==> src/rtl/mix_pkg.sv <==
// mix_pkg: shared types and helpers for the mix_scheduler block.
//   MAG_W     - track / output magnitude width
//   magType   - unsigned magnitude
//   mixState  - sequencing states of the mix run
//   toSigned  - sign/magnitude to two's-complement conversion
package mix_pkg;

    localparam int MAG_W = 8;

    typedef logic [MAG_W-1:0] magType;

    typedef enum logic [1:0] {
        IDLE,
        CAPTURE,
        ACCUM,
        FINISH
    } mixState;

    // One extra bit holds -255 .. +255; a negative zero collapses to 0.
    function automatic logic signed [MAG_W:0] toSigned(input logic s, input magType m);
        logic signed [MAG_W:0] v;
        v = $signed({1'b0, m});
        return s ? -v : v;
    endfunction

endpackage

==> src/rtl/mix_scheduler_if.sv <==
// mix_scheduler_if: track inputs and mixed outputs of the mix_scheduler.
//   master : drives wgEn, sign, magnitude, routeMask; observes the results
//   slave  : the mixer; drives outSign, outMagnitude, busy, overrun
//   routeMask[o][t] = 1 routes track t into output o.
interface mix_scheduler_if
    import mix_pkg::*;
#(
    parameter int NUM_INPUTS  = 4,
    parameter int NUM_OUTPUTS = 4
);
    logic                                   wgEn;
    logic [NUM_INPUTS-1:0]                  sign;
    magType [NUM_INPUTS-1:0]                magnitude;
    logic [NUM_OUTPUTS-1:0][NUM_INPUTS-1:0] routeMask;
    logic [NUM_OUTPUTS-1:0]                 outSign;
    magType [NUM_OUTPUTS-1:0]               outMagnitude;
    logic                                   busy;
    logic                                   overrun;

    modport master (
        output wgEn, sign, magnitude, routeMask,
        input  outSign, outMagnitude, busy, overrun
    );

    modport slave (
        input  wgEn, sign, magnitude, routeMask,
        output outSign, outMagnitude, busy, overrun
    );
endinterface

==> src/rtl/mixLane.sv <==
// mixLane: one output channel of the mixer.
//   clk, reset        - clock, synchronous active-high reset
//   clr               - clear the accumulator (start of a run)
//   en                - add track_val into the accumulator this cycle
//   fin               - convert the sum and load the output registers
//   track_val         - current track as a signed value
//   out_sign, out_mag - registered mixed sign/magnitude
// Build option MIX_SATURATE_EN: clip |sum| at 255 instead of scaling it
// down by $clog2(NUM_INPUTS).
module mixLane
    import mix_pkg::*;
#(
    parameter int NUM_INPUTS = 4
) (
    input  logic                  clk,
    input  logic                  reset,
    input  logic                  clr,
    input  logic                  en,
    input  logic                  fin,
    input  logic signed [MAG_W:0] track_val,
    output logic                  out_sign,
    output magType                out_mag
);
    localparam int ACC_W = 10 + $clog2(NUM_INPUTS);

    logic signed [ACC_W-1:0] acc;
    logic signed [ACC_W-1:0] ext;
    logic [ACC_W-1:0]        abs_v;
    magType                  mag_c;
    logic                    sign_c;

    assign ext = {{(ACC_W-MAG_W-1){track_val[MAG_W]}}, track_val};

    always_comb begin
        abs_v = acc[ACC_W-1] ? -acc : acc;
`ifdef MIX_SATURATE_EN
        mag_c = (abs_v > ACC_W'(255)) ? '1 : abs_v[MAG_W-1:0];
`else
        // Shifting the magnitude (not the signed sum) keeps +x and -x symmetric.
        mag_c = MAG_W'(abs_v >> $clog2(NUM_INPUTS));
`endif
        // A sum that scales to zero must not report a negative sign.
        sign_c = acc[ACC_W-1] && (mag_c != '0);
    end

    always_ff @(posedge clk) begin
        if (reset) begin
            acc      <= '0;
            out_sign <= 1'b0;
            out_mag  <= '0;
        end else begin
            if (clr) begin
                acc <= '0;
            end else if (en) begin
                acc <= acc + ext;
            end
            if (fin) begin
                out_sign <= sign_c;
                out_mag  <= mag_c;
            end
        end
    end
endmodule

==> src/rtl/mix_scheduler.sv <==
// mix_scheduler: time-multiplexed track-to-output mixer.
//   clk, reset - 40 MHz clock, synchronous active-high reset
//   bus        - mix_scheduler_if.slave: wgEn strobe, per-track sign /
//                magnitude, routing mask in; mixed outSign / outMagnitude,
//                busy and sticky overrun out.
// A wgEn strobe waits one cycle (magnitudes settle), snapshots all inputs,
// then walks the tracks one per cycle into one accumulator per output.
// Build option MIX_SATURATE_EN selects clipping instead of scaling.
module mix_scheduler
    import mix_pkg::*;
#(
    parameter int NUM_INPUTS  = 4,
    parameter int NUM_OUTPUTS = 4
) (
    input logic             clk,
    input logic             reset,
    mix_scheduler_if.slave  bus
);
    localparam int IDX_W = (NUM_INPUTS > 1) ? $clog2(NUM_INPUTS) : 1;

    mixState                                state;
    logic [IDX_W-1:0]                       idx;
    logic [NUM_INPUTS-1:0]                  sign_snap;
    magType [NUM_INPUTS-1:0]                mag_snap;
    logic [NUM_OUTPUTS-1:0][NUM_INPUTS-1:0] mask_snap;
    logic                                   busy_q;
    logic                                   overrun_q;

    logic signed [MAG_W:0]    track_val;
    logic [NUM_OUTPUTS-1:0]   out_sign;
    magType [NUM_OUTPUTS-1:0] out_mag;

    always_ff @(posedge clk) begin
        if (reset) begin
            state     <= IDLE;
            idx       <= '0;
            sign_snap <= '0;
            mag_snap  <= '0;
            mask_snap <= '0;
            busy_q    <= 1'b0;
            overrun_q <= 1'b0;
        end else begin
            if (bus.wgEn && state != IDLE) begin
                overrun_q <= 1'b1;
            end
            case (state)
                IDLE: begin
                    if (bus.wgEn) begin
                        state  <= CAPTURE;
                        busy_q <= 1'b1;
                    end
                end
                CAPTURE: begin
                    sign_snap <= bus.sign;
                    mag_snap  <= bus.magnitude;
                    mask_snap <= bus.routeMask;
                    idx       <= '0;
                    state     <= ACCUM;
                end
                ACCUM: begin
                    if (idx == IDX_W'(NUM_INPUTS - 1)) begin
                        state <= FINISH;
                    end else begin
                        idx <= idx + 1'b1;
                    end
                end
                FINISH: begin
                    state  <= IDLE;
                    busy_q <= 1'b0;
                end
                default: state <= IDLE;
            endcase
        end
    end

    assign track_val = toSigned(sign_snap[idx], mag_snap[idx]);

    for (genvar o = 0; o < NUM_OUTPUTS; o++) begin : g_lane
        mixLane #(
            .NUM_INPUTS(NUM_INPUTS)
        ) u_lane (
            .clk       (clk),
            .reset     (reset),
            .clr       (state == CAPTURE),
            .en        (state == ACCUM && mask_snap[o][idx]),
            .fin       (state == FINISH),
            .track_val (track_val),
            .out_sign  (out_sign[o]),
            .out_mag   (out_mag[o])
        );
    end

    assign bus.outSign      = out_sign;
    assign bus.outMagnitude = out_mag;
    assign bus.busy         = busy_q;
    assign bus.overrun      = overrun_q;
endmodule

==> src/flat_wrapper.sv <==
// flat-port wrapper written by rule: the top's interface ports become plain ports
module mix_scheduler_flat import mix_pkg::*;
#(
    parameter int NUM_INPUTS  = 4,
    parameter int NUM_OUTPUTS = 4
)
  (clk, reset, bus_wgEn, bus_sign, bus_magnitude, bus_routeMask, bus_outSign, bus_outMagnitude, bus_busy, bus_overrun);
  mix_scheduler_if #(.NUM_INPUTS(NUM_INPUTS), .NUM_OUTPUTS(NUM_OUTPUTS)) bus_i ();
  input logic clk;
  input logic reset;
  input wire logic [$bits(bus_i.wgEn)-1:0] bus_wgEn;
  input wire logic [$bits(bus_i.sign)-1:0] bus_sign;
  input wire logic [$bits(bus_i.magnitude)-1:0] bus_magnitude;
  input wire logic [$bits(bus_i.routeMask)-1:0] bus_routeMask;
  output wire logic [$bits(bus_i.outSign)-1:0] bus_outSign;
  output wire logic [$bits(bus_i.outMagnitude)-1:0] bus_outMagnitude;
  output wire logic [$bits(bus_i.busy)-1:0] bus_busy;
  output wire logic [$bits(bus_i.overrun)-1:0] bus_overrun;
  assign bus_i.wgEn = bus_wgEn;
  assign bus_i.sign = bus_sign;
  assign bus_i.magnitude = bus_magnitude;
  assign bus_i.routeMask = bus_routeMask;
  assign bus_outSign = bus_i.outSign;
  assign bus_outMagnitude = bus_i.outMagnitude;
  assign bus_busy = bus_i.busy;
  assign bus_overrun = bus_i.overrun;
  mix_scheduler #(.NUM_INPUTS(NUM_INPUTS), .NUM_OUTPUTS(NUM_OUTPUTS)) u_core (.clk(clk), .reset(reset), .bus(bus_i));
endmodule
==> config.mk <==
export PLATFORM = sky130hd
export DESIGN_NAME = mix_scheduler_flat
export DESIGN_NICKNAME = d
export VERILOG_FILES = /design/src/rtl/mix_pkg.sv /design/src/rtl/mix_scheduler_if.sv /design/src/rtl/mixLane.sv /design/src/rtl/mix_scheduler.sv /design/src/flat_wrapper.sv
export SDC_FILE = /design/constraint.sdc
export NUM_CORES = 1
export LEC_CHECK = 0
export ABC_CLOCK_PERIOD_IN_PS = 8000
export CORE_MARGIN = 4
export CORE_UTILIZATION = 62
export CTS_BUF_LIST = sky130_fd_sc_hd__clkbuf_8 sky130_fd_sc_hd__clkbuf_16
export DETAILED_ROUTE_END_ITERATION = 8
export PLACE_DENSITY = 0.83
export SYNTH_ARGS = -nofsm -noshare
export SYNTH_HDL_FRONTEND = slang
export SYNTH_HIERARCHICAL = 1
export SYNTH_SLANG_ARGS = --single-unit
export TNS_END_PERCENT = 100
==> constraint.sdc <==
create_clock -name clk -period 8 [get_ports clk]
set_input_delay 1.6 -clock clk [delete_from_list [all_inputs] [get_ports clk]]
set_output_delay 1.6 -clock clk [all_outputs]
set_load 0.05 [all_outputs]
==> flow_metrics.env <==
export IMPL_fin_crit_sh_pct=58.4
export IMPL_layout_drive_gt1_share_pct=7.43
export IMPL_power_total_mw=2.52
export IMPL_hold_buffers=0
export IMPL_peakVddDrop_v=0.000208
export IMPL_synth_cells=952
export IMPL_path_cells="mux4_2, or4_4, o41a_1, ha_1, nand2_1, nor2_1, a221oi_1, nand4_1, a211oi_1, a31o_2"
export IMPL_outcome="finished clean"
export IMPL_cp_arrival_ns=5.05
export IMPL_crit_family="compound AO/OA/AOI/OAI gates"
export IMPL_yosysWarnings=6
export IMPL_synth_area_per_cell_um2=8.82
export IMPL_cp_data_required_time_ns=8.37
export IMPL_routed_via_density=6.01
export IMPL_antenna_found_initial=0
export IMPL_tns_ns=0
export IMPL_dp_hpwl_um=13400
export IMPL_grt_pass1_wl_um=32400
export IMPL_fp_row_count=42
export IMPL_max_cap_violations=0
export IMPL_die_area_um2=15500
export IMPL_drcViolationCount=0
export IMPL_final_core_utilization_pct=75.5
export IMPL_cp_max_fo=20
export IMPL_antenna_left=0
export IMPL_start_kind="register"
export IMPL_critPathSlowestCell="dfxtp_1"
export IMPL_cp_num_buf_inv=0
export IMPL_place_congestion=0.918
export IMPL_yosysSeqAreaShare_pct=33.8
export IMPL_core_area_um2=13200
export IMPL_grt_remaining_overflow=0
export IMPL_leakagePower_nw=3.90
export IMPL_fin_worst_skew_ns=0.00591
export IMPL_cts_root_buf="clkbuf_16"
export IMPL_setup_viol=0
export IMPL_route_vias_total=7290
export IMPL_critPathCaptureType="register"
export IMPL_areaGrowthSynthToFinish_pct=19.0
export IMPL_grt_pass1_vias=6815
export IMPL_final_nets=1133
export IMPL_die_width_um=124
export IMPL_dp_cells=1181
export IMPL_syn_nets=1061
export IMPL_grt_usage_pct=25.0
export IMPL_portBuffers=92
export IMPL_clock_sinks=142
export IMPL_worst_slew_pin_slew_ns=0.960
export IMPL_diodes=0
export IMPL_cts_path_max_buffers=2
export IMPL_numCtsBuffers=17
export IMPL_clk_latency_ns=0.42
export IMPL_fp_dieH_um=124
export IMPL_slew_headroom_pct=35.5
export IMPL_path_clk_slew_ns=0.06
export IMPL_synth_seq_cells=142
export IMPL_initial_core_util_pct=63.4
export IMPL_period_minus_slack_ns=4.67
export IMPL_synth_cell_types=47
export IMPL_cts_resized=0
export IMPL_grt_max_degree=71
export IMPL_slowest_delay_ns=0.94
export IMPL_synth_area_um2=8400
export IMPL_final_hold_viol_count=0
export IMPL_routedWlPerCell_um=16.1
export IMPL_whs_ns=0.483
export IMPL_htreeDepth=4
export IMPL_first_iter_violations=463
export IMPL_fmax_mhz=214
export IMPL_cts_setup_buffers=0
export IMPL_tritoncts="yes"
export IMPL_path_class="reg -> reg"
export IMPL_io_pins=93
export IMPL_power_density_nw_per_um2=252
export IMPL_final_cells=1213
export IMPL_grt_setup_unrepaired="no"
export IMPL_drv_slew=0
export IMPL_drtPass1Iterations=5
export IMPL_hold_class="reg -> reg"
export IMPL_wirelength_um=19600
## Yosys cell counts (all sizes together)
cell type / instances / area, um^2
a211o: 4 / 35.0
a211oi: 33 / 248
a21o: 20 / 150
a21oi: 48 / 285
a221oi: 4 / 35.0
a31o: 4 / 35.0
a31oi: 8 / 50.1
and2: 8 / 50.1
buf: 16 / 71.3
clkbuf: 27 / 106
dfxtp: 142 / 2840
fa: 4 / 80.1
ha: 50 / 626
inv: 16 / 60.1
mux2: 4 / 45.0
mux2i: 81 / 811
mux4: 13 / 293
nand2: 58 / 218
nand2b: 4 / 25.0
nand3: 32 / 160
nand4: 16 / 100
nor2: 144 / 541
nor2b: 5 / 31.3
nor3: 26 / 130
nor3b: 4 / 30.0
o211ai: 16 / 120
o21a: 12 / 120
o21ai: 56 / 280
o2bb2a: 1 / 10.0
o31a: 4 / 35.0
o31ai: 10 / 88.8
o41a: 1 / 11.3
o41ai: 1 / 8.76
or2: 5 / 31.3
or3: 12 / 75.1
or4: 9 / 86.3
xnor2: 30 / 263
xor2: 24 / 210
## cell type report
| cell class | instances | area [um^2] |
|---|---|---|
| fillers | 1014 | 3250 |
| clock inverters | 13 | 140 |
| well taps | 176 | 220 |
| multi-input cells | 751 | 5330 |
| inverters | 16 | 60.1 |
| flip-flops and latches | 142 | 2840 |
| repair buffers | 96 | 948 |
| clock buffers | 19 | 453 |
## per-stage QoR
step                setup slack, ns  cell area [um^2]
floorplan                      4.18              8400
global placement               3.43              9400
detailed placement             3.38              9400
CTS                            3.31             10000
global route                   2.97             10000
finish                         3.33             10000
## metal layers
metal	global-route usage [%]	vias up	wire, um
met5	0	-	0
met2	39.6	216	8920
met4	9.28	0	436
li1	-	3638	-
met3	4.67	31	1080
met1	34.1	3405	9150
## cells in the final DEF (no fill, tap or decap), drive strengths merged, types with 5 or more instances in the layout
| cell type | count |
|---|---|
| buf | 5 |
| a21oi | 48 |
| o21a | 12 |
| a31oi | 8 |
| a21o | 20 |
| clkbuf | 19 |
| o31ai | 10 |
| xnor2 | 30 |
| dfxtp | 142 |
| nand4 | 16 |
| a211oi | 33 |
| ha | 50 |
| nor2b | 5 |
| and2 | 8 |
| clkdlybuf4s50 | 91 |
| nand3 | 32 |
| mux2i | 81 |
| inv | 19 |
| o21ai | 56 |
| nor2 | 144 |
| xor2 | 24 |
| mux4 | 13 |
| or2 | 5 |
| or3 | 12 |
| or4 | 9 |
| o211ai | 16 |
| nand2 | 58 |
| clkinv | 5 |
| nor3 | 26 |
## worst min-delay path, cell delays in order (launching register included)
cell	delay, ns
dfxtp_1	0.31
nor2_1	0.08
a211oi_1	0.05
## power breakdown
part	internal (mW)	switching (mW)	leakage, nW
registers	0.793	0.0684	1.15
clock network	0.476	0.313	0.287
logic	0.351	0.520	2.46
total	1.62	0.902	3.90
## state kept, by name (all words and copies together) (netlist names)
register	count
u_core/idx	2
u_core/g_lane.u_lane/out_sign	4
u_core/g_lane.u_lane/acc	48
u_core/mag_snap	32
u_core/state	2
u_core/bus.busy	1
u_core/sign_snap	4
u_core/mask_snap	16
u_core/g_lane.u_lane/out_mag	32
u_core/bus.overrun	1
## path summary, 6_finish.rpt
kind	from	end	slack, ns	cells after the start
min reg2reg	u_core/g_lane[0].u_lane/out_mag[2]	u_core/g_lane[0].u_lane/out_mag[2]	0.48	2
min	u_core/g_lane[0].u_lane/out_mag[2]	u_core/g_lane[0].u_lane/out_mag[2]	0.48	2
max	u_core/idx[0]	u_core/g_lane[0].u_lane/acc[11]	3.33	10
max reg2reg	u_core/idx[0]	u_core/g_lane[0].u_lane/acc[11]	3.33	10
## cells by family (layout without fill, tap and decap cells)
kind of cell / Yosys count / in the layout / synth area share [%]
muxes: 98 / 98 / 13.7
and+or+nand+nor: 323 / 323 / 17.6
DFF: 142 / 142 / 33.8
AOI/OAI and AO/OA: 222 / 222 / 18.0
buffers and inverters: 59 / 144 / 2.83
adders and majority gates: 54 / 54 / 8.40
xor gates and xnor gates: 54 / 54 / 5.63
No activity file was read; power rests on OpenSTA's default activity.
